==> config.mk <==
export PLATFORM = sky130hd
export DESIGN_NAME = intr_ctrl_prio
export DESIGN_NICKNAME = d
export VERILOG_FILES = /design/src/rtl/intr_ctrl_pkg.sv /design/src/rtl/intr_prio_arb.sv /design/src/rtl/intr_ctrl_prio.sv
export SDC_FILE = /design/constraint.sdc
export NUM_CORES = 1
export LEC_CHECK = 0
export BUFFER_PORTS_ARGS = -buffer_cell sky130_fd_sc_hd__buf_2
export CAP_MARGIN = 5
export CORE_MARGIN = 2
export CORE_UTILIZATION = 50
export DETAILED_ROUTE_END_ITERATION = 16
export GPL_TIMING_DRIVEN = 1
export PLACE_DENSITY_LB_ADDON = 0.08
export SETUP_SLACK_MARGIN = 0.3
export SLEW_MARGIN = 5
export SYNTH_ARGS = -nofsm -noshare
export SYNTH_HDL_FRONTEND = slang
export SYNTH_SLANG_ARGS = --single-unit
==> constraint.sdc <==
create_clock -name pclk_i -period 25.4 [get_ports pclk_i]
set_input_delay 3.81 -clock pclk_i [delete_from_list [all_inputs] [get_ports pclk_i]]
set_output_delay 3.81 -clock pclk_i [all_outputs]
set_load 0.01 [all_outputs]
==> src/rtl/intr_ctrl_pkg.sv <==
// -----------------------------------------------------------------------------
// intr_ctrl_pkg
// Shared definitions for the priority interrupt controller:
//   - state_e     : controller FSM states
//   - ADDR_STATUS : address of the STATUS register
//   - bit positions of the CHn enable bit and the STATUS busy/error bits
// -----------------------------------------------------------------------------
package intr_ctrl_pkg;

    typedef enum logic [1:0] {
        S_IDLE  = 2'd0,
        S_ARB   = 2'd1,
        S_WAIT  = 2'd2,
        S_ERROR = 2'd3
    } state_e;

    localparam logic [7:0] ADDR_STATUS = 8'h80;

    localparam int CH_EN_BIT   = 7;
    localparam int ST_BUSY_BIT = 7;
    localparam int ST_ERR_BIT  = 6;

endpackage

==> src/rtl/intr_prio_arb.sv <==
// -----------------------------------------------------------------------------
// intr_prio_arb
// Combinational arbiter: among eligible channels, picks the one with the highest
// priority; equal priorities resolve to the lowest channel index.
// Ports:
//   eligible     in   NUM_INTR         per-channel eligibility
//   prio_flat    in   NUM_INTR*PRIO_W  packed priorities, channel i at [i*PRIO_W +: PRIO_W]
//   any_eligible out  1                at least one channel is eligible
//   winner_id    out  ID_W             index of the winning channel (0 when none)
// -----------------------------------------------------------------------------
module intr_prio_arb #(
    parameter int NUM_INTR = 16,
    parameter int PRIO_W   = 4,
    parameter int ID_W     = 5
) (
    input  logic [NUM_INTR-1:0]        eligible,
    input  logic [NUM_INTR*PRIO_W-1:0] prio_flat,
    output logic                       any_eligible,
    output logic [ID_W-1:0]            winner_id
);

    logic [PRIO_W-1:0] best_prio;

    // Ascending scan with a strict '>' keeps the first (lowest-index) channel on ties.
    // NOTE: every always_comb output gets a default first; otherwise a path that
    // skips an assignment would infer a latch.
    always_comb begin
        best_prio    = '0;
        winner_id    = '0;
        any_eligible = 1'b0;
        for (int i = 0; i < NUM_INTR; i++) begin
            if (eligible[i] && (prio_flat[i*PRIO_W +: PRIO_W] > best_prio)) begin
                best_prio    = prio_flat[i*PRIO_W +: PRIO_W];
                winner_id    = ID_W'(i);
                any_eligible = 1'b1;
            end
        end
    end

endmodule

==> src/rtl/intr_ctrl_prio.sv <==
// -----------------------------------------------------------------------------
// intr_ctrl_prio
// Priority interrupt controller: NUM_INTR level request lines, per-channel
// enable/priority registers behind a psel-less APB-style slave, and an FSM that
// presents the winning channel ID until the processor acknowledges it.
// Optional feature: define INTR_TIMEOUT_EN to enable the service timeout
// (S_WAIT counter, STATUS error bit, S_ERROR state cleared via STATUS write).
// Ports:
//   pclk_i, prst_n_i        clock, asynchronous active-low reset
//   paddr_i, pwdata_i       register address / write data
//   pwrite_i, penable_i     write select, transfer request
//   prdata_o                registered read data
//   pready_o, perror_o      one-cycle completion pulse, error qualifier
//   intr_valid_o            interrupt presented
//   intr_to_service_o       ID of the presented channel
//   intr_serviced_i         processor acknowledge pulse
//   intr_active_i           peripheral request levels
// -----------------------------------------------------------------------------
module intr_ctrl_prio
    import intr_ctrl_pkg::*;
#(
    parameter int NUM_INTR = 16,
    parameter int PRIO_W   = 4,
    parameter int ID_W     = 5,
    parameter int TIMEOUT  = 255
) (
    input  logic                pclk_i,
    input  logic                prst_n_i,
    input  logic [7:0]          paddr_i,
    input  logic [7:0]          pwdata_i,
    input  logic                pwrite_i,
    input  logic                penable_i,
    output logic [7:0]          prdata_o,
    output logic                pready_o,
    output logic                perror_o,
    output logic                intr_valid_o,
    output logic [ID_W-1:0]     intr_to_service_o,
    input  logic                intr_serviced_i,
    input  logic [NUM_INTR-1:0] intr_active_i
);

    localparam int IDX_W = (NUM_INTR > 1) ? $clog2(NUM_INTR) : 1;

    state_e                    state_q, state_d;
    logic                      ch_en_q   [NUM_INTR];
    logic [PRIO_W-1:0]         ch_prio_q [NUM_INTR];
    logic [NUM_INTR-1:0]       eligible;
    logic [NUM_INTR*PRIO_W-1:0] prio_flat;
    logic                      any_eligible;
    logic [ID_W-1:0]           winner_id;
    logic                      accept, ch_hit, st_hit, bad_addr, st_clr;
    logic [IDX_W-1:0]          ch_idx;
    logic [7:0]                rd_mux;
    logic                      err_q, timeout_hit;
    logic                      valid_d, load_id;
    logic                      unused_ok;

    // ---------------- register slave ----------------
    // A new transfer is only taken while no completion pulse is showing, so a
    // held penable_i completes one transfer every two cycles.
    assign accept   = penable_i & ~pready_o;
    assign ch_hit   = int'(paddr_i) < NUM_INTR;
    assign st_hit   = (paddr_i == ADDR_STATUS);
    assign bad_addr = ~ch_hit & ~st_hit;
    assign ch_idx   = paddr_i[IDX_W-1:0];
    assign st_clr   = accept & pwrite_i & st_hit & pwdata_i[ST_ERR_BIT];

    // Bits not covered by any field are deliberately dropped.
    assign unused_ok = ^{pwdata_i, st_clr};

    always_comb begin
        rd_mux = '0;
        if (ch_hit) begin
            rd_mux[CH_EN_BIT]    = ch_en_q[ch_idx];
            rd_mux[PRIO_W-1:0]   = ch_prio_q[ch_idx];
        end else if (st_hit) begin
            rd_mux[ST_BUSY_BIT]  = (state_q != S_IDLE);
            rd_mux[ST_ERR_BIT]   = err_q;
            rd_mux[ID_W-1:0]     = intr_to_service_o;
        end
    end

    // NOTE: sequential state uses non-blocking (<=) so every flop samples the
    // pre-edge values; blocking here would create order-dependent races.
    always_ff @(posedge pclk_i or negedge prst_n_i) begin
        if (!prst_n_i) begin
            pready_o <= 1'b0;
            perror_o <= 1'b0;
            prdata_o <= '0;
            // NOTE: the channel array is a handful of control flops, not a RAM,
            // so it is reset like any other register.
            for (int i = 0; i < NUM_INTR; i++) begin
                ch_en_q[i]   <= 1'b0;
                ch_prio_q[i] <= '0;
            end
        end else begin
            pready_o <= accept;
            perror_o <= accept & bad_addr;
            prdata_o <= (accept && !pwrite_i) ? rd_mux : 8'h00;
            if (accept && pwrite_i && ch_hit) begin
                ch_en_q[ch_idx]   <= pwdata_i[CH_EN_BIT];
                ch_prio_q[ch_idx] <= pwdata_i[PRIO_W-1:0];
            end
        end
    end

    // ---------------- arbitration ----------------
    always_comb begin
        eligible  = '0;
        prio_flat = '0;
        for (int i = 0; i < NUM_INTR; i++) begin
            eligible[i]                  = intr_active_i[i] & ch_en_q[i] & (ch_prio_q[i] != '0);
            prio_flat[i*PRIO_W +: PRIO_W] = ch_prio_q[i];
        end
    end

    intr_prio_arb #(
        .NUM_INTR (NUM_INTR),
        .PRIO_W   (PRIO_W),
        .ID_W     (ID_W)
    ) u_arb (
        .eligible     (eligible),
        .prio_flat    (prio_flat),
        .any_eligible (any_eligible),
        .winner_id    (winner_id)
    );

    // ---------------- service timeout ----------------
`ifdef INTR_TIMEOUT_EN
    logic [15:0] wait_cnt_q;

    assign timeout_hit = (state_q == S_WAIT) && (wait_cnt_q == 16'(TIMEOUT - 1));

    always_ff @(posedge pclk_i or negedge prst_n_i) begin
        if (!prst_n_i) begin
            wait_cnt_q <= '0;
            err_q      <= 1'b0;
        end else begin
            wait_cnt_q <= (state_q == S_WAIT) ? wait_cnt_q + 16'd1 : 16'd0;
            // An ack on the last cycle still wins over the timeout.
            if (timeout_hit && !intr_serviced_i) err_q <= 1'b1;
            else if (st_clr)                     err_q <= 1'b0;
        end
    end
`else
    assign timeout_hit = 1'b0;
    assign err_q       = 1'b0;
`endif

    // ---------------- controller FSM ----------------
    always_ff @(posedge pclk_i or negedge prst_n_i) begin
        if (!prst_n_i) state_q <= S_IDLE;
        else           state_q <= state_d;
    end

    always_comb begin
        state_d = state_q;
        valid_d = intr_valid_o;
        load_id = 1'b0;
        case (state_q)
            S_IDLE: if (any_eligible) state_d = S_ARB;
            S_ARB: begin
                // The request may have vanished during the arbitration cycle.
                if (any_eligible) begin
                    state_d = S_WAIT;
                    valid_d = 1'b1;
                    load_id = 1'b1;
                end else begin
                    state_d = S_IDLE;
                end
            end
            S_WAIT: begin
                if (intr_serviced_i) begin
                    valid_d = 1'b0;
                    state_d = S_IDLE;
                end else if (timeout_hit) begin
                    valid_d = 1'b0;
                    state_d = S_ERROR;
                end
            end
            S_ERROR: if (!err_q) state_d = S_IDLE;
            default: state_d = S_IDLE;
        endcase
    end

    // The presented ID is held after the ack so STATUS still shows the last channel.
    always_ff @(posedge pclk_i or negedge prst_n_i) begin
        if (!prst_n_i) begin
            intr_valid_o      <= 1'b0;
            intr_to_service_o <= '0;
        end else begin
            intr_valid_o <= valid_d;
            if (load_id) intr_to_service_o <= winner_id;
        end
    end

endmodule
==> impl_metrics.py <==
metrics = {
    "timing": {
        "max_slew.worst_pin.slew_ns": 0.914,
        "fmax_mhz": 39.0,
        "final-setup-viol-count": 6,
        "hold_violations": 0,
        "layout_setup_ws_ns": -0.232,
        "rsz0062_at_grt": "true",
        "slew_violations": 0,
        "fin_crit_sh_pct": 101,
        "min_period_ns": 25.63,
        "skew_ns": 0.00909,
        "slew_headroom_pct": 38.5,
    },
    "logic_synthesis": {
        "yosysTopAreaCellShare_pct": 31.0,
        "yosysUniqueCellTypes": 88,
        "synth_edf_count": 0,
        "synth.area.top_cells": "dfrtp_1 31%, mux2_2 11%, mux4_2 7.4%",
        "yosysTopAreaCell": "dfrtp_1",
        "synth_area_sq_um": 7580,
        "yosysWarnings": 0,
        "synth_ff_type": "dfrtp_1",
        "synth-seq-cells": 94,
        "synthArstFlopShare_pct": 100,
        "avgSynthCellArea_sq_um": 9.53,
        "synth_seq_area_share_pct": 31.0,
        "syn_inst": 795,
    },
    "route": {
        "first_pass_iters": 5,
        "routedWlPerCell_microns": 19.0,
        "drtAntennaViolNets": 0,
        "drc": 0,
        "vias": 7098,
        "wirelength_microns": 22400,
        "via_per_inst": 6.04,
        "drtIter0Drc": 514,
    },
    "cells_and_area": {
        "final_common_cell": "buf_4",
        "fin_nets": 1061,
        "final_cell_area_sq_um": 10200,
        "area_growth_pct": 34.5,
        "final_cell_mix": "163 x buf_4, 94 x dfrtp_1, 72 x nand2_1, 66 x mux2_2",
        "drive_gt1_share_pct": 47.0,
    },
    "setup_path": {
        "crit_required_ns": 25.63,
        "cp_num_buf_inv": 10,
        "cp-end-kind": "flip-flop",
        "worstSetupPathType": "in -> reg",
        "r2r-start": "ch_en_q[15]",
        "cpMaxStageDelayCell": "or4_4",
        "cpMostUsedCell": "ha_4",
        "crit_path_start": "intr_active_i[0]",
        "ff2ff_setup_slack_ns": 2.76,
        "critical_path.top_delay_family": "compound AO/OA/AOI/OAI gates",
        "startpoint_type": "primary input",
        "crit_fanout": 6,
        "arrival_ns": 25.87,
        "critPathMaxStageDelay_ns": 0.45,
    },
    "grt": {
        "grt_pass1_vias": 7242,
        "grt_pass1_wl_microns": 36300,
        "overflow": 0,
        "antenna_found_initial": 1,
        "grt_usage_pct": 27.9,
        "grt_max_degree": 60,
    },
    "power": {
        "total_power_uw": 377,
        "leakage_nw": 4.69,
        "ir_drop_mv": 0.0356,
        "power.density_nw_per_um2": 37.0,
    },
    "floorplanning": {
        "die_h_microns": 127,
        "std_cell_rows": 45,
        "die_w_microns": 127,
        "core_sq_um": 15000,
        "initial_utilization_pct": 50.4,
        "pin_count": 53,
        "dieArea_sq_um": 16200,
    },
    "min_path": {
        "hp-class": "reg -> reg",
        "min_from": "pready_o",
    },
    "cts": {
        "htreeDepth": 3,
        "cts_tree": "yes",
        "cts_buffer_depth": 2,
        "path_clk_slew_ns": 0.06,
        "root_buffer": "clkbuf_16",
        "numCtsBuffers": 9,
        "clock_sinks": 94,
        "clock_latency_ns": 0.35,
    },
    "place": {
        "dpl.hpwl_microns": 16400,
        "port-buffer-count": 45,
        "gp_congestion": 0.863,
        "dpl_cell_area_sq_um": 9120,
    },
    "job": {
        "drv_cap": 0,
    },
    "run_status": {
        "violations": "setup timing",
        "status": "finished, violations left",
    },
}
through the flow:
step / TNS [ns] / hold slack [ns] / instances / util (%) / worst slack, ns
after floorplan: -1.73 / 0.448 / 798 / - / -0.353
after global placement: -5.89 / 0.441 / 1109 / 60.6 / -0.950
after detailed placement: -8.81 / 0.448 / 1109 / 60.6 / -1.36
after CTS: -0.293 / 0.457 / 1160 / 65.9 / -0.0888
after global routing: -7.64 / 0.483 / 1175 / 67.8 / -1.18
final: -0.993 / 0.458 / 1176 / 67.8 / -0.232
final timing paths:
path / endpoint / depth (start not counted)
worst max register to register: intr_to_service_o[3] / 117
worst min-delay path: pready_o / 1
max in group asynchronous: ch_prio_q[22] / 2
worst max-delay path: intr_to_service_o[3] / 118
min in group asynchronous: prdata_o[7] / 1
worst min register to register: pready_o / 1
report_power, final:
part	total, mW	switching, mW	internal, mW
Sequential	0.161	0.00690	0.154
Combinational	0.0723	0.0362	0.0360
Clock	0.143	0.0572	0.0860
layout make-up:
| class | instances | area, sq um |
|---|---|---|
| Clock buffer | 10 | 229 |
| Clock inverter | 6 | 86.3 |
| Fill cell | 1181 | 4840 |
| Timing Repair Buffer | 208 | 1470 |
| Multi-Input combinational cell | 611 | 5600 |
| Inverter | 58 | 225 |
| Tap cell | 188 | 235 |
| Sequential cell | 94 | 2350 |
| Antenna cell | 1 | 2.50 |
kinds of logic (layout without fill, tap and decap cells):
kind of cell	Yosys count	in the layout	synth area share, %
AND/OR/NAND/NOR	263	263	17.3
AO/OA/AOI/OAI	179	179	17.8
multiplexers	113	113	20.6
flip-flops	94	94	31.0
buffers and inverters	93	282	5.10
adder cells (fa/ha/maj)	44	44	7.20
XOR/XNOR	8	8	0.924
other	1	5	0.0495
state kept, by name, summed over array words and instances, names as in the netlist:
name	count
prdata_o	5
intr_valid_o	1
ch_prio_q	64
state_q	2
ch_en_q	16
perror_o	1
pready_o	1
intr_to_service_o	4
per-layer routing:
layer  up-vias  track usage, %  wire (microns)
met5         -               0               0
met4         0            6.27             307
met3        32            5.19            1020
met2       174            47.5           11000
met1      3540            37.3           10100
li1       3352               -               -
cells in the mapped netlist (8+ instances only):
| library cell | number |
|---|---|
| ha_1 | 42 |
| nand2_1 | 80 |
| or3_1 | 9 |
| dfrtp_1 | 94 |
| nor3_1 | 13 |
| clkbuf_1 | 26 |
| o211ai_1 | 8 |
| inv_1 | 58 |
| mux2_2 | 77 |
| nor4_1 | 11 |
| a21oi_1 | 25 |
| mux4_2 | 25 |
| o21ai_0 | 46 |
| nand3_1 | 27 |
| nand2b_1 | 10 |
| and3_1 | 8 |
| nor2_1 | 55 |
what timing repair did:
item,in CTS,in global routing
hold buffers,0,0
setup buffers,35,15
pin swaps,44,22
endpoints found under the hold margin,0,0
setup endpoints to repair,7,7
gates resized for setup,44,41
Power figures use the tool's default switching activity.
